## config.mk

```make
export PLATFORM = sky130hd
export DESIGN_NAME = note_voice_scheduler
export DESIGN_NICKNAME = d
export VERILOG_FILES = /design/src/rtl/note_voice_scheduler.sv
export SDC_FILE = /design/constraint.sdc
export NUM_CORES = 1
export LEC_CHECK = 0
export CAP_MARGIN = 10
export CORE_AREA = 2 2 58 73
export DETAILED_ROUTE_END_ITERATION = 7
export DIE_AREA = 0 0 60 75
export DONT_BUFFER_PORTS = 1
export PLACE_DENSITY = 0.72
export SYNTH_ARGS = -nofsm -noshare
export SYNTH_HDL_FRONTEND = slang
export SYNTH_SLANG_ARGS = --single-unit
```

## constraint.sdc

```tcl
create_clock -name i_clk -period 2.4 [get_ports i_clk]
set_clock_uncertainty 0.2 [all_clocks]
set_input_delay 0.48 -clock i_clk [delete_from_list [all_inputs] [get_ports i_clk]]
set_output_delay 0.48 -clock i_clk [all_outputs]
set_load 0.02 [all_outputs]
```

## src/rtl/note_voice_scheduler.sv

```systemverilog
// Assigns note events to the lowest free note_player voice, runs a per-voice
// beat counter for the note's duration, and retires it with a one-cycle note_done.
module note_voice #(
  parameter int DUR_WIDTH = 6
) (
  input  logic                 i_clk,
  input  logic                 i_reset,
  input  logic                 i_play,
  input  logic                 i_beat,
  input  logic                 i_sel,
  input  logic [DUR_WIDTH-1:0] i_dur,
  output logic                 o_idle,
  output logic                 o_load,
  output logic                 o_active,
  output logic                 o_done
);
  typedef enum logic [1:0] {IDLE, LOAD, PLAYING, DONE} state_t;

  state_t               r_state;
  logic [DUR_WIDTH-1:0] r_cnt;

  always_ff @(posedge i_clk) begin
    if (i_reset) begin
      r_state <= IDLE;
      r_cnt   <= '0;
    end else begin
      case (r_state)
        IDLE: if (i_sel) begin
          r_state <= LOAD;
          r_cnt   <= i_dur;
        end
        // beats arriving while in LOAD are deliberately not counted
        LOAD: r_state <= (r_cnt != '0) ? PLAYING : DONE;
        PLAYING: if (i_play && i_beat) begin
          r_cnt <= r_cnt - 1'b1;
          if (r_cnt == {{(DUR_WIDTH-1){1'b0}}, 1'b1}) r_state <= DONE;
        end
        DONE: r_state <= IDLE;
        default: r_state <= IDLE;
      endcase
    end
  end

  assign o_idle   = (r_state == IDLE);
  assign o_load   = (r_state == LOAD);
  assign o_active = (r_state == LOAD) || (r_state == PLAYING);
  assign o_done   = (r_state == DONE);
endmodule

module note_voice_scheduler #(
  parameter int NUM_VOICES = 3,
  parameter int DUR_WIDTH  = 6
) (
  input  logic                  i_clk,
  input  logic                  i_reset,
  input  logic                  i_play,
  input  logic                  i_beat,
  input  logic                  i_note_valid,
  input  logic [5:0]            i_note_in,
  input  logic [DUR_WIDTH-1:0]  i_duration_in,
  output logic                  o_note_ready,
  output logic [5:0]            o_note_to_load,
  output logic [NUM_VOICES-1:0] o_load_new_note,
  output logic [NUM_VOICES-1:0] o_play_enable,
  output logic [NUM_VOICES-1:0] o_note_done,
  output logic [NUM_VOICES-1:0] o_voice_busy,
  output logic                  o_all_idle
);
  logic [NUM_VOICES-1:0] w_idle, w_first, w_sel, w_active;
  logic                  w_found, w_accept;
  logic [5:0]            r_note_to_load;

  assign o_note_ready = i_play && !i_reset && ((|w_idle) || (i_note_in == 6'd0));
  assign w_accept     = i_note_valid && o_note_ready && (i_note_in != 6'd0);

  // lowest-index idle voice wins
  always_comb begin
    w_first = '0;
    w_found = 1'b0;
    for (int v = 0; v < NUM_VOICES; v++) begin
      if (w_idle[v] && !w_found) begin
        w_first[v] = 1'b1;
        w_found    = 1'b1;
      end
    end
  end

  assign w_sel = w_first & {NUM_VOICES{w_accept}};

  for (genvar g = 0; g < NUM_VOICES; g++) begin : g_voice
    note_voice #(.DUR_WIDTH(DUR_WIDTH)) u_voice (
      .i_clk    (i_clk),
      .i_reset  (i_reset),
      .i_play   (i_play),
      .i_beat   (i_beat),
      .i_sel    (w_sel[g]),
      .i_dur    (i_duration_in),
      .o_idle   (w_idle[g]),
      .o_load   (o_load_new_note[g]),
      .o_active (w_active[g]),
      .o_done   (o_note_done[g])
    );
  end

  always_ff @(posedge i_clk) begin
    if (i_reset)       r_note_to_load <= 6'd0;
    else if (w_accept) r_note_to_load <= i_note_in;
  end

  assign o_note_to_load = r_note_to_load;
  assign o_play_enable  = w_active & {NUM_VOICES{i_play}};
  assign o_voice_busy   = ~w_idle;
  assign o_all_idle     = &w_idle;
endmodule

```

-- After elaboration in Yosys (flattened, before gate mapping)
Index checks and enable logic that the tools add are counted.
- input port bits: 17
- output and inout bits: 20
- logic and storage cells: 95
- register bits after elaboration: 30
- bitwise operators: 3
- add/subtract/negate cells: 3
- reductions and logical operators: 33
- equality and inequality tests: 21
- mux-type cells: 28
- operators by type and width (operator ; count):
    6-bit two-way mux ; 6
    6-bit case mux with 2 select lines ; 3
    2-bit case mux with 4 select lines ; 3
    6-bit nonzero test ; 4
    3-bit AND reduction ; 7
    6-bit by 1-bit equality test with 1-bit output, second input constant ; 3
    2-bit two-way mux ; 9
    6-bit by 1-bit subtractor with 6-bit output, second input constant ; 3
    2-bit equality test, second input constant ; 6
    2-bit != test, second input constant ; 5
    2-bit by 1-bit != test with 1-bit output, second input constant ; 4
    1-bit logical AND ; 7
    1-bit two-way mux ; 7
    3-bit AND ; 2
    2-bit by 1-bit equality test with 1-bit output, second input constant ; 3
    2-bit zero test ; 3
    6-bit zero test ; 1
    2-bit nonzero test ; 3
    1-bit logical OR ; 4
    1-bit zero test ; 3
    3-bit NOT ; 1
    3-bit OR reduction ; 1

-- Depth between registers and ports, before layout
- word-level depth: 11
- depth in mapped cells: 8
- mapped depth without buffers: 7

-- Modules after synthesis
Synthesis repeated with hierarchy kept, for this count alone.
- cells, all modules: 248
- area total of the unflattened synthesis: 2150.8 um^2
- modules (own cells, without submodules) (module ; seq. area each (um^2) ; times used ; cells an instance ; area each (um^2)):
    note_voice (g_voice[1].u_voice ...) ; 160.2 ; 2 ; 70 ; 598.1
    note_voice (g_voice[0].u_voice) ; 160.2 ; 1 ; 71 ; 591.8
    note_voice_scheduler ; 120.1 ; 1 ; 37 ; 362.8

-- Least setup slack after synthesis
Ideal clock, no wire load.
- path type: flip-flop to flip-flop
- start: register g_voice[1].u_voice.r_state[0]
- end: register g_voice[2].u_voice.r_cnt[5]
- setup slack: 0.261 ns
- stages on the path, launching flop included: 9
- path buffers: 1
- arrival: 1.822 ns
- period minus slack after synthesis: 2.139 ns
- setup time: 0.117 ns
- data required time: 2.083 ns
- cells stage by stage: dfxtp_1 inv_1 ha_1 clkbuf_2 nor4b_2 o211ai_2 a21oi_4 nand2_1 a32o_1
- cells in the longest elaborated chain, start to end: 9
- elaborated cells on any way between the ends: 14
- classes of those cells: eq/ne: 1; mux: 2; bitwise: 1; reduce/logical: 10
- RTL lines (item ; line ; text):
    start, declared ; 19 ; state_t r_state;
    start signal, assigned ; 33 ; LOAD: r_state <= (r_cnt != '0) ? PLAYING : DONE;
    2-bit zero test * ; 44 ; assign o_idle = (r_state == IDLE);
    1-bit logical AND / 3-bit OR reduction (equally long branches) ; 81, 73 ;
    1-bit two-way mux / 1-bit logical OR (equally long branches) ; 81, 73 ;
    1-bit zero test / 1-bit logical AND (equally long branches) ; 81, 73 ;
    1-bit logical AND, on equally long branches ; 81, 74 ;
    1-bit two-way mux / 1-bit logical AND (equally long branches) ; 81, 74 ;
    3-bit AND * ; 88 ; assign w_sel = w_first & {NUM_VOICES{w_accept}};
    2-bit != test (no source line) * ; -- ;
    3-bit AND reduction (no source line) * ; -- ;
    end signal, assigned ; 30 ; r_cnt <= i_dur;
    end signal, assigned ; 35 ; r_cnt <= r_cnt - 1'b1;
    end, declared ; 20 ; logic [DUR_WIDTH-1:0] r_cnt;
Every way passes the cells marked *; elsewhere a longest branch is shown, timed or not.
A chain may end at the register's enable or synchronous reset.

-- Worst setup path after layout
- start: register g_voice[1].u_voice.r_state[1]
- end: output o_all_idle
- cells in the longest elaborated chain, start to end: 2
- RTL lines (item ; line ; text):
    2-bit zero test ; 44 ;
    3-bit AND reduction ; 113 ; assign o_all_idle = &w_idle;
    end, declared ; 67 ; output logic o_all_idle
No other way between the ends.

==> flow_summary.json <==
{
  "antenna_found_initial": 0,
  "postCtsResizedCells": 0,
  "drt_drc_violations_left": 0,
  "async_reset_ff_frac": 0,
  "layout_worst_path_cycle_share": 0.9627,
  "grt_util_all_layers": 0.2406,
  "timing.final.ws_setup_ns": 0.08961,
  "yosysMostFrequentCell": "sky130_fd_sc_hd__dfxtp_1",
  "die-area_um2": 4500,
  "postLayoutCoreUtil": 0.6116,
  "clock_latency_ns": 0.28,
  "dr.first_iter.drc_count": 97,
  "worst_ep_arrival_time_ns": 1.63,
  "timing.critical_path.from_type": "flip-flop",
  "detail_route.first_pass.iterations": 4,
  "syn_inst": 269,
  "ioPinCount": 37,
  "cp.buffers_inverters": 4,
  "status": "finished, final reports clean",
  "fraction_of_layout_instances_using_a_drive_strength_above_1": 0.1333,
  "min_clock_period_post_route_ns": 2.310,
  "num-nets-final": 309,
  "crit_type": "flip-flop to output pin",
  "first_global_vias": 1868,
  "synth.top_cells.by_count": "30 x sky130_fd_sc_hd__dfxtp_1, 26 x sky130_fd_sc_hd__nor2_1, 24 x sky130_fd_sc_hd__inv_1, 21 x sky130_fd_sc_hd__ha_1",
  "number_of_synthesized_flops_with_an_enable_pin": 0,
  "critPathTopFamily": "buffers and inverters",
  "static-leakage-power_nw": 0.9178,
  "post_synthesis_net_count": 307,
  "synth_seq_cells": 30,
  "power.density_cell_area_nw_per_um2": 1178,
  "synth-warning-count": 0,
  "power.total_mw": 2.727,
  "clk_path_buf_depth": 2,
  "critPathMostFrequentCell": "sky130_fd_sc_hd__buf_4",
  "relSlewSlack": 0.6378,
  "cts.repair_timing.setup_buffer_count": 0,
  "setup_tns_ns": 0,
  "detailedPlacementHpwl_um": 3686,
  "start_util": 0.5656,
  "final_hold_viol_count": 0,
  "pre_cts_slack_ns": 0.2254,
  "gp_routability_congestion": 0.8495,
  "synth_top_area_share": 0.2805,
  "wl_per_cell_um": 15.45,
  "worst_setup_hold_path_clk_slew_ns": 0.06,
  "setup.worst_path.end_class": "output pin",
  "cpMaxStageDelayCell": "sky130_fd_sc_hd__dfxtp_1",
  "crit_path_max_fanout": 6,
  "grt_first_pass_wirelength_um": 8245,
  "vias": 1934,
  "critical-path-max-stage-delay_ns": 0.33,
  "pin_count_of_the_biggest_net_entering_global_routing": 33,
  "multi_input_area_um2": 1386,
  "htree_num_levels": 2,
  "coreArea_um2": 3785,
  "required_ns": 1.72,
  "leading_area_contributor_after_synthesis": "sky130_fd_sc_hd__dfxtp_1",
  "min_delay_worst_type": "input port to flip-flop",
  "maxCapViolCount": 0,
  "cts.root.buffer_cell": "sky130_fd_sc_hd__clkbuf_8",
  "post_synth_main_area_contributors": "sky130_fd_sc_hd__dfxtp_1 28%, sky130_fd_sc_hd__ha_1 12%, sky130_fd_sc_hd__mux2i_1 6.1%",
  "grt-ovfl-total": 0,
  "route.detailed.vias_per_inst": 5.969,
  "flow.area_growth_from_synthesis_pct": 8.124,
  "rows": 25,
  "slew_viols_final": 0,
  "placement.io_buffers": 0,
  "hold_ws_ns": 0.05698,
  "achievable-frequency_mhz": 432.8,
  "synth_area_um2": 2141,
  "synth_ff_type": "sky130_fd_sc_hd__dfxtp_1",
  "avgSynthCellArea_um2": 7.958,
  "n_antenna_cell": 0,
  "tightestPinTransition_ns": 0.5384,
  "final-seq-area_um2": 601.8,
  "setup_violations": 0,
  "chipWidth_um": 60,
  "worst_ir_drop_vdd_mv": 0.5467,
  "seq_total_area_yosys": 0.2805,
  "floorplan.die.height_um": 75,
  "route.antenna.remaining_nets": 0,
  "routed_wirelength_um": 5007,
  "yosys.cell_types.count": 50,
  "cp_cell_sequence": "inv_2 > ha_4 > buf_4 > clkinvlp_4 > nor3_2 > buf_4",
  "cts_tree": "built",
  "grt_setup_unrepaired": "no",
  "cts_num_sinks": 30,
  "cts_hold_repair.buffers": 0,
  "layout.filler_cells": 354,
  "numCtsBuffers": 5
}
routing by layer:
metal  up-vias  share of wire  GRT usage  wire length (µm)
met5         -              0          0                 0
met4         0          0.015     0.1111                75
met3         6          0.057    0.06186               284
met2        63           0.49     0.3937              2478
met1       911           0.43     0.2934              2168
li1        954              -          -                 -
flip-flops by register name (all words and copies together), names as in the netlist:
signal                   count
g_voice.u_voice.r_state      6
o_note_to_load               6
g_voice.u_voice.r_cnt       18
layout by cell type (no fill, tap or decap), drive strengths merged:
cell type and instances:
and2 6, nor4b 1, inv 23, or2 1
o21a 1, or4 2, a21oi 20, and3 2
a32o 2, or3 1, o211a 1, o31ai 1
nand2 16, nand4 4, a41oi 1, nand2b 2
a31o 1, nor2 27, clkbuf 6, a31oi 7
ha 21, dfxtp 30, a22oi 1, a211oi 3
a41o 2, nor4 4, nor2b 1, and2b 2
o21ai 20, nand3b 2, a221oi 1, o221a 1
o211ai 4, mux2i 13, o22ai 3, clkinvlp 1
a21bo 3, nand3 7, nor3 15, buf 11
worst reg2reg max path: cells and delay by family (launching register included):
family / cells / cell delay, ns
AO/OA/AOI/OAI: 3 / 0.79
adder cells (fa/ha/maj): 1 / 0.26
buffers and inverters: 1 / 0.08
flip-flops: 1 / 0.37
AND/OR/NAND/NOR: 2 / 0.39
power breakdown:
| part | switching [mW] | total, mW | internal [mW] |
|---|---|---|---|
| clock | 0.177 | 0.398 | 0.221 |
| combinational | 0.936 | 1.56 | 0.620 |
| sequential | 0.139 | 0.773 | 0.635 |
| total | 1.25 | 2.73 | 1.48 |
cell families (layout without fill, tap and decap cells):
group / Yosys count / in the layout / share of synthesized area
buf+inv: 40 / 41 / 0.08358
compound gates: 72 / 72 / 0.2309
simple gates: 93 / 93 / 0.2215
flops: 30 / 30 / 0.2805
mux: 13 / 13 / 0.06078
fa+ha+maj: 21 / 21 / 0.1227
final cells by class:
| cell class | instances | share of cell area |
|---|---|---|
| clock buffer | 6 | 0.03568 |
| timing repair buffer | 11 | 0.03568 |
| tap | 54 | 0.02919 |
| sequential | 30 | 0.2600 |
| inverter | 24 | 0.04054 |
| multi-input combinational | 199 | 0.5989 |
stage by stage:
step | std cells | area, µm²
final | 324 | 2315
after global routing | 324 | 2315
after CTS | 324 | 2285
after detailed placement | 318 | 2202
after global placement | 318 | 2202
after floorplan | 269 | 2141
worst paths after layout:
kind                                                     to  slack [ns]                           from  cells after the start
worst max-delay path                             o_all_idle        0.09  g_voice[1].u_voice.r_state[1]                      6
worst min-delay path            g_voice[1].u_voice.r_cnt[4]        0.06                        i_reset                      1
worst max register to register  g_voice[2].u_voice.r_cnt[5]        0.21  g_voice[0].u_voice.r_state[1]                      7
worst min register to register  g_voice[0].u_voice.r_cnt[5]        0.28    g_voice[0].u_voice.r_cnt[5]                      2
Note: power is estimated with default switching activity, not from simulation.
==> edit 1 (same settings) <==
The 4 states of `state_t` get a one-hot encoding in 4 bits.
--- a/src/rtl/note_voice_scheduler.sv
+++ b/src/rtl/note_voice_scheduler.sv
@@ -15,5 +15,5 @@
   output logic                 o_done
 );
-  typedef enum logic [1:0] {IDLE, LOAD, PLAYING, DONE} state_t;
+  typedef enum logic [3:0] {IDLE = 4'b0001, LOAD = 4'b0010, PLAYING = 4'b0100, DONE = 4'b1000} state_t;
 
   state_t               r_state;
Behaviour: no difference found for any inputs over 10 cycles, from zero or initial values and one cycle with i_reset high; not proved beyond that.
==> edit 1 against the original RTL <==
Global-route usage shrank 1.3 points; final cell count fell by 1.2%; routed wire length is 5.6% lower; setup slack worse by 0.0078 ns; synthesized cell count shrank 5.6%; core utilization grew 1.1 points; worst hold slack got worse by 0.0037 ns; design area increased by 1.8%; fmax is 0.34% lower; sequential cell count grew 6; synthesized area fell by 2.2%; sequential share of layout area rose by 4.6 points; critical path type unchanged; critical endpoint unchanged.
Power is not compared: it rests on default switching activity, and its combinational part moved more than twofold at a synthesized area within 25%.
==> edit 1: results (changes against the original RTL) <==
metric,value,unit,change
Synth Area in Compound Gates,0.234,,+0.00345
clk_lat worst skew,0.29,ns,
WL/cell,14.8,µm,-4.4%
post-synthesis mux area share,0.0335,,-0.0273
DRC Markers,0,,unchanged
Fin. Hold Viols,0,,unchanged
post-cts resize count,0,,unchanged
M3 GR Usage,0.0704,,+0.00859
largest net degree at the start of global routing,31,,-6.1%
GRT busiest layer,met2,,
diode count,0,,unchanged
"Async S/R FF share, synth",0,,unchanged
Max IR drop VDD,0.000384,V,
GRT met2 Usage,0.395,,+0.00121
Synth area leaders,"dfxtp_1 34%, a21oi_1 6.9%, nor2_1 4.5%",,
Arrival @ worst endpoint,1.64,ns,
Port Buffers,0,,unchanged
Synth top cells by count,"36 x dfxtp_1, 29 x a21oi_1, 25 x nor2_1",,
DRT Pass-1 Iters,4,,unchanged
number of global-route vias before repair,1758,,-5.9%
Top reg by flops,g_voice.u_voice.r_cnt,,
status,finished clean,,
pre-CTS setup slack,0.206,ns,-0.0197 ns
"Slowest-stage cell, CP",nor4b_4,,
ys flop type,dfxtp_1,,
Yosys cell types,47,,-6.0%
first-pass GRT wire length,7860,µm,-4.7%
family with the most delay on the worst path,simple AND/OR/NAND/NOR gates,,
"slowest stage delay, CP",0.42,ns,+0.09 ns
xor/xnor cell area share of the yosys netlist,0,,unchanged
Worst Path Max Fanout,5,,-1
YS warnings,0,,unchanged
DR vias,1879,,-2.8%
cts bufs inserted,5,,unchanged
GR Util met1,0.265,,-0.0282
Post-Synth Adder-Cell Area,0.0359,,-0.0869
RR Startpoint,g_voice[0].u_voice.r_state[3],,
Syn Nets,277,,-9.8%
Pleak,0.902,nW,
crit path from,g_voice[1].u_voice.r_state[1],,
starting DRC count in detailed routing,113,,+16%
initial antenna violation count,0,,unchanged
Worst Tran Pin Value,0.644,ns,+0.106 ns
sequential area share after synthesis,0.344,,+0.0638
Post-DP HPWL,3550,µm,-3.8%
area of placed instances,2240,µm²,+1.8%
Post-synth EDFFs,0,,unchanged
Final #Nets,288,,-6.8%
GR Util All Layers,0.228,,-0.0126
GPL Wtd Cong,0.805,,-5.3%
layout cells sized above 1,0.169,,+0.0358
==> edit 1: timing repair <==
item / 4_1_cts / 5_1_grt
setup endpoints to repair: 0 / 1
hold buffers: 0 / 0
hold endpoints to repair: 0 / 0
setup buffers: 0 / 1
==> edit 1: path summary, 6_finish.rpt <==
kind	to	slack (ns)	depth (start not counted)
min reg2reg	g_voice[1].u_voice.r_cnt[5]	0.29	2
min	g_voice[0].u_voice.r_cnt[0]	0.05	1
max	o_all_idle	0.08	4
max reg2reg	g_voice[1].u_voice.r_cnt[3]	0.34	7
==> edit 1: metal layers <==
metal / vias to the layer above / wire [µm]
met5: - / 0
met4: 0 / 39
met3: 5 / 348
met2: 43 / 2360
met1: 882 / 1970
li1: 949 / -
==> edit 1: logic make-up (layout without fill, tap and decap cells) <==
| group | after synthesis | count (layout) |
|---|---|---|
| multiplexers | 7 | 7 |
| adder cells (fa/ha/maj) | 6 | 6 |
| flip-flops | 36 | 36 |
| AO/OA/AOI/OAI | 77 | 77 |
| AND/OR/NAND/NOR | 101 | 101 |
| buffers and inverters | 27 | 39 |
==> edit 1: per-stage QoR <==
step	power (mW)	std cells
after floorplan	0.708	254
after global placement	0.724	311
after detailed placement	0.726	311
after CTS	1.25	319
after global routing	1.29	320
final	1.24	320
==> edit 1: area by class of cell <==
type | count | area [µm²]
clock buffer | 6 | 72.6
clock inverter | 2 | 35.0
fill | 338 | 1430
inverter | 10 | 37.5
multi-input combinational | 191 | 1270
sequential | 36 | 721
tap | 54 | 67.6
timing repair buffer | 21 | 158
==> edit 1: report_power, final <==
part           total, mW  switching [mW]  internal (mW)
Clock              0.524           0.215          0.308
Sequential         0.623          0.0149          0.608
Combinational     0.0910          0.0515         0.0396
Total               1.24           0.282          0.955
==> edit 2 (same flow settings) <==
Without the edit above. Make the reset (`i_reset`) asynchronous in 2 clocked blocks.
--- a/src/rtl/note_voice_scheduler.sv
+++ b/src/rtl/note_voice_scheduler.sv
@@ -20,5 +20,5 @@
   logic [DUR_WIDTH-1:0] r_cnt;
 
-  always_ff @(posedge i_clk) begin
+  always_ff @(posedge i_clk or posedge i_reset) begin
     if (i_reset) begin
       r_state <= IDLE;
@@ -103,5 +103,5 @@
   end
 
-  always_ff @(posedge i_clk) begin
+  always_ff @(posedge i_clk or posedge i_reset) begin
     if (i_reset)       r_note_to_load <= 6'd0;
     else if (w_accept) r_note_to_load <= i_note_in;
Check against the original RTL: differs if i_reset is asserted again (counterexample within 4 cycles, from zero or initial values and one cycle with i_reset high); with i_reset held inactive, the same outputs for 10 cycles.
==> edit 2 against the original RTL <==
Die area unchanged; setup slack gained 0.011 ns; power is 33% higher; global-route usage grew 0.42 points; sequential cell count unchanged; design area is 7.8% higher; sequential power rose by 42%; final cell count shrank 5.9%; sequential share of layout area grew 4.1 points; critical endpoint is now o_note_ready; routed wire length rose by 1.2%; via count is 1.6% lower; synthesized area increased by 7.5%.
==> edit 2: results (changes against the original RTL) <==
metric,value,unit,change
layout cells sized above 1,0.207,,+0.0738
Post-DP HPWL,3780,µm,+2.5%
Pleak,1.04,nW,+14%
starting DRC count in detailed routing,92,,-5.2%
fill count,321,,-9.3%
Seq/total area,0.301,,+0.0409
Worst slew margin,0.621,,-0.0168
Worst Hold Launch,i_note_in[4],,
RR Startpoint,g_voice[2].u_voice.r_state[0],,
WL/cell,16.6,µm,+7.5%
syn avg cell area,9.35,µm²,+18%
number of global-route vias before repair,1792,,-4.1%
seq_cells,30,,unchanged
first-pass GRT wire length,8190,µm,-0.67%
GR Util All Layers,0.245,,+0.00418
status,finished clean,,
GPL Wtd Cong,0.861,,+1.4%
met1 wire length,2240,µm,+3.3%
"Async S/R FF share, synth",1.00,,+1.00
bufs w/o clock,16,,+5
Synth area leaders,"dfrtp_1 33%, ha_1 11%, mux2_2 3.9%",,
clock share of power,0.109,,-0.037
Routed WL,5070,µm,+1.2%
P_int,1.95,mW,+32%
largest net degree at the start of global routing,31,,-6.1%
non-clk buf share,0.0507,,+0.0150
Worst R2R End,g_voice[2].u_voice.r_cnt[0],,
Clock buf/inv share,0.0331,,-0.00258
Met2 Wirelength,2390,µm,-3.6%
"slowest stage delay, CP",0.37,ns,+0.04 ns
[edit 2: changes by cell type after synthesis, sizes merged, moves of 5 or more]
cell | before | now
dfxtp | 30 | 0
o21ai | 20 | 13
dfrtp | 0 | 30
nor3 | 15 | 8
mux2 | 0 | 9
a2bb2oi | 0 | 9
nor2 | 27 | 11
nand2 | 16 | 9
a21oi | 20 | 15
mux2i | 13 | 4
[edit 2: worst max path at each step]
stage | from | to | slack [ns] | cells after the start
after floorplan | g_voice[2].u_voice.r_state[0] | o_note_ready | 0.13 | 5
after global placement | g_voice[1].u_voice.r_state[0] | g_voice[1].u_voice.r_cnt[5] | 0.26 | 7
after detailed placement | g_voice[0].u_voice.r_state[0] | g_voice[2].u_voice.r_state[1] | 0.21 | 6
after CTS | g_voice[1].u_voice.r_state[0] | o_all_idle | 0.03 | 6
after global routing | g_voice[1].u_voice.r_state[1] | o_all_idle | -0.005 | 6
final | g_voice[1].u_voice.r_state[0] | o_note_ready | 0.10 | 6
